[src/rtl/sprite_rom_slot_scheduler.sv]
// Sprite ROM slot scheduler: 4-cycle pixel phase, packs row fetches
// into the two ROM ports and returns tagged strobes aligned to data.
module sprite_rom_slot_scheduler #(
  parameter int NUM_REQ = 6,
  parameter int ADDR_W  = 8,
  parameter int TAG_W   = 3
) (
  input  logic                      clk_100mhz,
  input  logic                      rst,
  input  logic                      line_sync,
  input  logic [NUM_REQ-1:0]        req_valid,
  input  logic [NUM_REQ*ADDR_W-1:0] req_addr,
  output logic [1:0]                phase,
  output logic [ADDR_W-1:0]         rom_addr_a,
  output logic [ADDR_W-1:0]         rom_addr_b,
  output logic                      rom_en_a,
  output logic                      rom_en_b,
  output logic                      ret_valid_a,
  output logic [TAG_W-1:0]          ret_tag_a,
  output logic                      ret_valid_b,
  output logic [TAG_W-1:0]          ret_tag_b,
  output logic                      pix_done,
  output logic [7:0]                drop_count
);

  logic [NUM_REQ-1:0] pending;
  logic [ADDR_W-1:0]  addr_q [NUM_REQ];
  logic [TAG_W-1:0]   tag_a_q;
  logic [TAG_W-1:0]   tag_b_q;

  logic               capture;
  logic               issue_ok;
  logic [NUM_REQ-1:0] src;
  logic [ADDR_W-1:0]  src_addr [NUM_REQ];
  logic               hit_a;
  logic               hit_b;
  logic [TAG_W-1:0]   idx_a;
  logic [TAG_W-1:0]   idx_b;
  logic [ADDR_W-1:0]  addr_a_n;
  logic [ADDR_W-1:0]  addr_b_n;
  logic [NUM_REQ-1:0] clr;
  logic [3:0]         left;
  logic [8:0]         drop_sum;
  logic [7:0]         drop_n;

  // The phase-3 decision picks straight from the inputs being
  // captured, so the first pair is on the ports during phase 0.
  assign capture  = (phase == 2'd3);
  assign issue_ok = (phase != 2'd2);

  // Candidate addresses: live inputs at capture, latched otherwise.
  always_comb begin
    src = capture ? req_valid : pending;
    for (int i = 0; i < NUM_REQ; i++) begin
      src_addr[i] = capture ? req_addr[i*ADDR_W +: ADDR_W]
                            : addr_q[i];
    end
  end

  // Lowest pending bit goes to port A, next-lowest to port B.
  always_comb begin
    hit_a    = 1'b0;
    hit_b    = 1'b0;
    idx_a    = '0;
    idx_b    = '0;
    addr_a_n = '0;
    addr_b_n = '0;
    clr      = '0;
    for (int i = 0; i < NUM_REQ; i++) begin
      if (src[i]) begin
        if (!hit_a) begin
          hit_a    = 1'b1;
          idx_a    = TAG_W'(i);
          addr_a_n = src_addr[i];
          clr[i]   = 1'b1;
        end else if (!hit_b) begin
          hit_b    = 1'b1;
          idx_b    = TAG_W'(i);
          addr_b_n = src_addr[i];
          clr[i]   = 1'b1;
        end
      end
    end
  end

  // Requests left over at capture time are the ones being dropped.
  always_comb begin
    left = '0;
    for (int i = 0; i < NUM_REQ; i++) begin
      left = left + 4'(pending[i]);
    end
    drop_sum = {1'b0, drop_count} + 9'(left);
    drop_n   = drop_sum[8] ? 8'hFF : drop_sum[7:0];
  end

  // Per-requester address latch, loaded once per pixel.
  always_ff @(posedge clk_100mhz or posedge rst) begin
    if (rst) begin
      for (int i = 0; i < NUM_REQ; i++) addr_q[i] <= '0;
    end else if (capture && !line_sync) begin
      for (int i = 0; i < NUM_REQ; i++) begin
        addr_q[i] <= req_addr[i*ADDR_W +: ADDR_W];
      end
    end
  end

  // Phase counter, pending set, port issue and return strobes.
  always_ff @(posedge clk_100mhz or posedge rst) begin
    if (rst) begin
      phase       <= 2'd0;
      pending     <= '0;
      rom_addr_a  <= '0;
      rom_addr_b  <= '0;
      rom_en_a    <= 1'b0;
      rom_en_b    <= 1'b0;
      tag_a_q     <= '0;
      tag_b_q     <= '0;
      ret_valid_a <= 1'b0;
      ret_valid_b <= 1'b0;
      ret_tag_a   <= '0;
      ret_tag_b   <= '0;
      pix_done    <= 1'b0;
      drop_count  <= 8'd0;
    end else begin
      ret_valid_a <= rom_en_a;
      ret_valid_b <= rom_en_b;
      ret_tag_a   <= tag_a_q;
      ret_tag_b   <= tag_b_q;
      if (line_sync) begin
        phase    <= 2'd0;
        pending  <= '0;
        rom_en_a <= 1'b0;
        rom_en_b <= 1'b0;
        pix_done <= 1'b0;
      end else begin
        phase    <= phase + 2'd1;
        pix_done <= (phase == 2'd2);
        rom_en_a <= issue_ok && hit_a;
        rom_en_b <= issue_ok && hit_b;
        if (issue_ok && hit_a) begin
          rom_addr_a <= addr_a_n;
          tag_a_q    <= idx_a;
        end
        if (issue_ok && hit_b) begin
          rom_addr_b <= addr_b_n;
          tag_b_q    <= idx_b;
        end
        if (capture) begin
          pending    <= req_valid & ~clr;
          drop_count <= drop_n;
        end else if (issue_ok) begin
          pending    <= pending & ~clr;
        end
      end
    end
  end

endmodule

[config.mk]
export PLATFORM = sky130hd
export DESIGN_NAME = sprite_rom_slot_scheduler
export DESIGN_NICKNAME = d
export VERILOG_FILES = /design/src/rtl/sprite_rom_slot_scheduler.sv
export SDC_FILE = /design/constraint.sdc
export NUM_CORES = 1
export LEC_CHECK = 0
export BUFFER_PORTS_ARGS = -buffer_cell sky130_fd_sc_hd__buf_2
export CORE_MARGIN = 2
export CORE_UTILIZATION = 58
export CTS_BUF_LIST = sky130_fd_sc_hd__clkbuf_4
export DETAILED_ROUTE_END_ITERATION = 7
export PLACE_DENSITY = 0.79
export SYNTH_ARGS = -nofsm -noshare
export SYNTH_HDL_FRONTEND = slang
export SYNTH_SLANG_ARGS = --single-unit
[constraint.sdc]
create_clock -name clk_100mhz -period 3.4 [get_ports clk_100mhz]
set_input_delay 0.51 -clock clk_100mhz [delete_from_list [all_inputs] [get_ports clk_100mhz]]
set_output_delay 0.51 -clock clk_100mhz [all_outputs]
set_load 0.03 [all_outputs]
==> metrics.txt, run 1 <==
run status=completed; port bufs=93; warning count from the yosys run=0; Area contributors post-synth=dfrtp_1 (43%), nand2_1 (11%), mux2i_1 (5.6%), mux2_2 (4.0%), nor2_1 (2.3%); WL/cell=17.05 um; num ports=94; CP Launch Point=phase[0]; RSZ-0062 raised after global routing=no; first-pass GRT wire length=21280 um; Crit path buffers/inverters=0; DR vias=4391; Layout fillers=701; Gate power share=0.309; initial antenna violation count=0; cts bufs inserted=9; Cells after Synth=554; Worst EP required=3.72 ns; R2R cell count=7; H-tree levels=3; Slew HR=0.5067; Crit path largest cell delay=0.54 ns; Syn Area/Cell=9.084 um2; Switch Pwr=1.088 mW; Crit path arrival time=3.21 ns; R2R Path End=rom_addr_b[4]; minimum clock period=2.890 ns; dominant delay contributor by cell family on the critical path=compound AO/OA/AOI/OAI gates; ANT cells=0; vias in the first global route=4209; Placed Cells=722; std cell rows=33; Hold Vio Cnt, Final=0; crit-path max FO=16; worst slew pin tran=0.7391 ns; post-synth top area cell=dfrtp_1; Reg area=2177 um2; register area share after synthesis=0.4326; EDFF count, synth=0; Finished Layout Cells=738; startpoint types=flip-flop; clk buf depth=2; final slew viol count=0; Worst Setup EP=rom_addr_b[4]; Worst Skew=0.01686 ns; WP depth=7; hpwl dp=9543 um; number of DRC markers in iteration 0=442; ys flop type=dfrtp_1; DRT Pass-1 Iters=5; post-cts resize count=0; DRC viols=0; Yosys reg bits=87; Setup TNS=0 ns; die width=97.15 um; Area Growth Syn to Fin=13.03%; Total Wirelength=12590 um; layout cells sized above 1=0.2385; pin count of the biggest net entering global routing=52; flop-to-flop setup slack=0.51 ns; gr ovfl total=0; post-placement cell area=5528 um2; Worst Hold Class=in2async; area of the multi-input gates=2630 um2; Flop pwr share=0.476; VDD IR max=0.3501 mV; core area=8299 um2; die footprint=9437 um2; RR Startpoint=phase[0]; Design Area, Final=5688 um2; leakage power=2.723 nW; routability cong.=0.8971; effective utilization at floorplan=0.6064; critical path class=reg2reg; CTS tree=built; Clock Latency Late Sink=0.44 ns; CP Capture Type=flip-flop; clock-pin slew on the worst setup and hold paths=0.14 ns; number of distinct library cells after synthesis=67; routed vias/inst=5.950; Die Y=97.15 um; ANT nets after route=0; Post-Syn Nets=621; # Post-CTS Setup Buffers=0; Sw Ratio=0.3598; fin crit share=0.8501; post-synth top area share=0.4326; mapped cell area=5032 um2; clk sinks=87; FMAX=346.0 MHz; Tot GR Track Use=0.2765; Post-synth ARST share=1.000; Cell Pwr Density=531.6 nW/um2; max cap viols=0; slowest library cell on the worst path=ha_1; Critical Path, Cell by Cell=ha_1, mux2i_1, nor2_2, o311a_4, a221oi_1, a221o_1, a31oi_1; hold buffer count at CTS=0; Final Setup Violations=0; Int Pwr=1.936 mW; Clock power frac=0.215; root buf cell=clkbuf_4; final net count=695
## layer usage
metal	wire length [um]	vias up	share of wire	global-route usage
met1	5771	2049	0.46	0.4145
met3	1110	13	0.088	0.05468
li1	-	2116	-	-
met4	163	0	0.013	0.07259
met2	5539	213	0.44	0.4119
met5	0	-	0	0
## worst min path at each step
| stage | end | from |
|---|---|---|
| floorplan | ret_tag_b[1] | tag_b_q[1] |
| global placement | ret_valid_a | rom_en_a |
| detailed placement | ret_valid_a | rom_en_a |
| CTS | addr_q[0] | rst |
| global route | addr_q[0] | rst |
| finish | addr_q[0] | rst |
## cell families (layout without fill, tap and decap cells)
kind of cell             Yosys count  count (layout)  share of synthesized area
XOR/XNOR                           4               4                   0.006963
AO/OA/AOI/OAI                    115             115                     0.1748
multiplexers                      49              49                     0.1057
flip-flops                        87              87                     0.4326
buffers and inverters             48             127                    0.04575
adder cells (fa/ha/maj)           10              10                    0.02785
AND/OR/NAND/NOR                  241             241                     0.2064
## sequential cells by signal, indices dropped and copies added (netlist names), 4 cells and up
name	count
rom_addr_b	8
pending	4
addr_q	40
drop_count	8
rom_addr_a	8
## area by class of cell
class                   instances  share of cell area
clock buffers                  10             0.01320
clock inverters                 6             0.01496
inverters                      10            0.006819
multi-input cells             419              0.4624
flip-flops and latches         87              0.3828
well taps                     105             0.02310
repair buffers                101             0.09679
## cells in the mapped netlist, types with 7 or more instances
library cell  instances
a21oi_1              23
a222oi_1              7
a22oi_1              10
a31oi_1               9
a32o_1                7
buf_2                12
clkbuf_1             20
dfrtp_1              87
ha_1                  8
inv_1                10
mux2_2               18
mux2i_1              28
nand2_1             154
nand3_1              14
nor2_1               31
o21ai_0              10
## cell usage in the layout (no fill, tap or decap), types with 3 or more instances in the layout
cell type,netlist,layout
xnor2_1,3,3
a32o_1,7,7
o21ai_0,10,10
o22ai_1,4,4
nor2_1,31,31
mux2_2,18,18
and3_1,3,3
a222oi_1,7,7
o22a_1,3,3
nor3_1,6,6
a21oi_1,23,23
dfrtp_1,87,87
nand2_1,154,154
inv_1,10,9
clkbuf_4,0,10
nand2b_1,5,5
a31oi_1,9,9
o21ai_1,3,3
buf_4,1,6
o211ai_1,5,5
nand3_1,14,14
a221oi_1,6,6
a221o_1,6,6
ha_1,8,7
or3_1,5,5
buf_2,12,93
nor2b_1,6,5
nand3b_1,4,4
a22oi_1,10,10
mux2i_1,28,28
## through the flow
step	power, mW	setup slack (ns)	hold slack (ns)	util
6_report	3.024	0.5098	0.1439	0.6854
5_1_grt	3.188	0.2388	0.1925	0.6854
3_5_place_dp	2.394	0.5722	0.3598	0.6661
3_3_place_gp	2.355	0.6656	0.3559	0.6661
4_1_cts	3.035	0.5578	0.1750	0.6854
2_1_floorplan	2.076	0.6398	0.3471	-
## power groups by stage
stage	clock, mW	sequential, mW	combinational, mW
floorplan	0	1.62	0.457
global placement	0	1.44	0.912
detailed placement	0	1.46	0.930
CTS	0.661	1.44	0.934
global route	0.693	1.47	1.02
finish	0.651	1.44	0.934
(Power assumes the default switching activity.)
==> run 2, diff against run 1 <==
CORE_UTILIZATION = 50   (was 58)
PLACE_DENSITY = 0.69   (was 0.79)
clock period = 3.6 ns   (was 3.4 ns; I/O delays follow)
==> run 2 against run 1 <==
Against the previous run:
- cell area decreased by 0.11%
- power decreased by 8.0%
- fmax decreased by 8.9%
- non-clock buffer count unchanged
- via count increased by 0.82%
- sequential power decreased by 6%
- final cell count increased by 3.8%
- hold slack improved by 0.014 ns
- worst setup slack got worse by 0.081 ns
- first-iteration DRC count increased by 0.23%
- critical path type unchanged
- critical endpoint is now rom_addr_b[0]
==> metrics.txt, run 2 (synthesis results as in run 1) <==
run status=completed; die width=104.3 um (+7.4%); CTS tree=built; CP Capture Type=flip-flop; final slew viol count=0 (unchanged); Switch Pwr=1.036 mW (-4.8%); pre-CTS setup slack=0.5177 ns (-0.05452 ns); hold slack=0.1575 ns (+0.01353 ns); routed vias/inst=5.779 (-2.9%); clock-pin slew on the worst setup and hold paths=0.14 ns (about the same); gr ovfl total=0 (unchanged); metal1 wirelength=6247 um (+8.2%); Final Setup Violations=0 (unchanged); WL/cell=17.13 um (+0.47%); layout cells sized above 1=0.2385 (unchanged); ANT nets after route=0 (unchanged); root buf cell=clkbuf_4; Design Area, Final=5682 um2 (-0.11%); Total Wirelength=13120 um (+4.3%); H-tree levels=3 (unchanged); Clock power frac=0.193 (-0.022); Flop pwr share=0.488 (+0.012); die footprint=10880 um2 (+15%); Clock Latency Late Sink=0.45 ns (about the same); startpoint types=flip-flop; core area=9774 um2 (+18%); Sw Ratio=0.3725 (+0.01268); Worst Skew=0.01304 ns (-0.003827 ns); top sig layer=met4; number of DRC markers in iteration 0=443 (+0.23%); Biggest register=addr_q; worst slew pin tran=0.8968 ns (+0.1577 ns); max FFs per register=40 (unchanged); Setup TNS=0 ns (unchanged); leakage power=2.705 nW (-0.65%); Total Power Consumption=2.781 mW (-8.0%); commonest non-fill, non-tap cell in the layout=nand2_1; DRT Pass-1 Iters=6 (+1); Cell Pwr Density=489.4 nW/um2 (-7.9%); RSZ-0062 raised after global routing=no; clk sinks=87 (unchanged); Hold Vio Cnt, Final=0 (unchanged); Worst EP required=3.91 ns (+0.19 ns); critical path class=reg2reg; initial antenna violation count=0 (unchanged); Die Y=104.3 um (+7.4%); Worst Hold Class=in2async; Slew HR=0.4022 (-0.1045); FMAX=315.3 MHz (-8.9%); final net count=695 (unchanged); Area Growth Syn to Fin=12.90%; post-placement cell area=5550 um2 (+0.41%); most frequent cells in the layout=nand2_1 (154), buf_2 (93), dfrtp_1 (87), nor2_1 (31), mux2i_1 (28); clk buf depth=2 (unchanged); WL met3=973 um (-12%); first-pass GRT wire length=21610 um (+1.6%); std cell rows=36 (+9.1%); pin count of the biggest net entering global routing=88 (+69%); Met2 Wirelength=5715 um (+3.2%); hpwl dp=9669 um (+1.3%); minimum clock period=3.171 ns (+0.2809 ns); VDD IR max=0.2397 mV (-32%); Crit path arrival time=3.48 ns (+0.27 ns); # Post-CTS Setup Buffers=0 (unchanged); num ports=94 (unchanged); post-route setup slack=0.4289 ns (-0.08090 ns); Gate power share=0.318 (+0.009); post-cts resize count=0 (unchanged); cts bufs inserted=9 (unchanged); Tot GR Track Use=0.2475 (-0.02904); hold buffer count at CTS=0 (unchanged); port bufs=93 (unchanged); fin crit share=0.8809 (+0.03080); DR vias=4427 (+0.82%); crit-path max FO=23 (+7); max cap viols=0 (unchanged); routability cong.=0.8984 (+0.14%); DRC viols=0 (unchanged); effective utilization at floorplan=0.5148 (-0.09151); ANT cells=0 (unchanged); vias in the first global route=4124 (-2.0%); Int Pwr=1.745 mW (-9.9%)
[run 2: cell types whose count changed in the layout (fill, tap and decap cells not counted), sizes merged]
cell / delta
bufinv: -1
clkinvlp: +1
clkinv: +1
clkbuf: -1
[run 2: worst paths after layout]
kind	startpoint	end	slack, ns	cells past startpoint
max in group asynchronous	rst	pending[2]	3.08	3
min in group clk_100mhz	req_addr[46]	addr_q[6]	0.28	3
hold / removal	rst	ret_valid_b	0.16	3
setup reg to reg	phase[0]	rom_addr_b[0]	0.43	6
setup / recovery	phase[0]	rom_addr_b[0]	0.43	6
hold reg to reg	rom_en_a	ret_valid_a	0.39	0
[run 2: metal layers]
metal,track usage,vias to the layer above
li1,-,2117
met1,0.3731,2102
met2,0.3604,188
met3,0.04887,20
met4,0.07046,0
met5,0,-
[run 2: power groups by stage]
stage | Combinational (mW) | Clock [mW] | Sequential (mW)
6_report | 0.884 | 0.538 | 1.36
3_3_place_gp | 0.869 | 0 | 1.37
2_1_floorplan | 0.432 | 0 | 1.53
4_1_cts | 0.885 | 0.552 | 1.36
5_1_grt | 0.969 | 0.589 | 1.39
3_5_place_dp | 0.879 | 0 | 1.38
[run 2: layout make-up]
type	instances	area (um2)
Multi-Input combinational cell	419	2630
Inverter	10	38.79
Clock inverter	7	63.81
Timing Repair Buffer	101	538.0
Fill cell	886	4093
Tap cell	133	166.4
Clock buffer	9	67.56
Sequential cell	87	2177
[run 2: critical path, cell delays in order, from the launching register on]
cell,delay [ns]
dfrtp_1,0.43
ha_1,0.77
mux2i_1,0.52
nor2_2,0.18
o311a_4,0.46
o31ai_1,0.45
o221ai_1,0.21
[run 2: metrics by stage]
step,utilization,std cells
after floorplan,-,554
after global placement,0.5678,750
after CTS,0.5813,766
after global routing,0.5813,766
final,0.5813,766
after detailed placement,0.5678,750
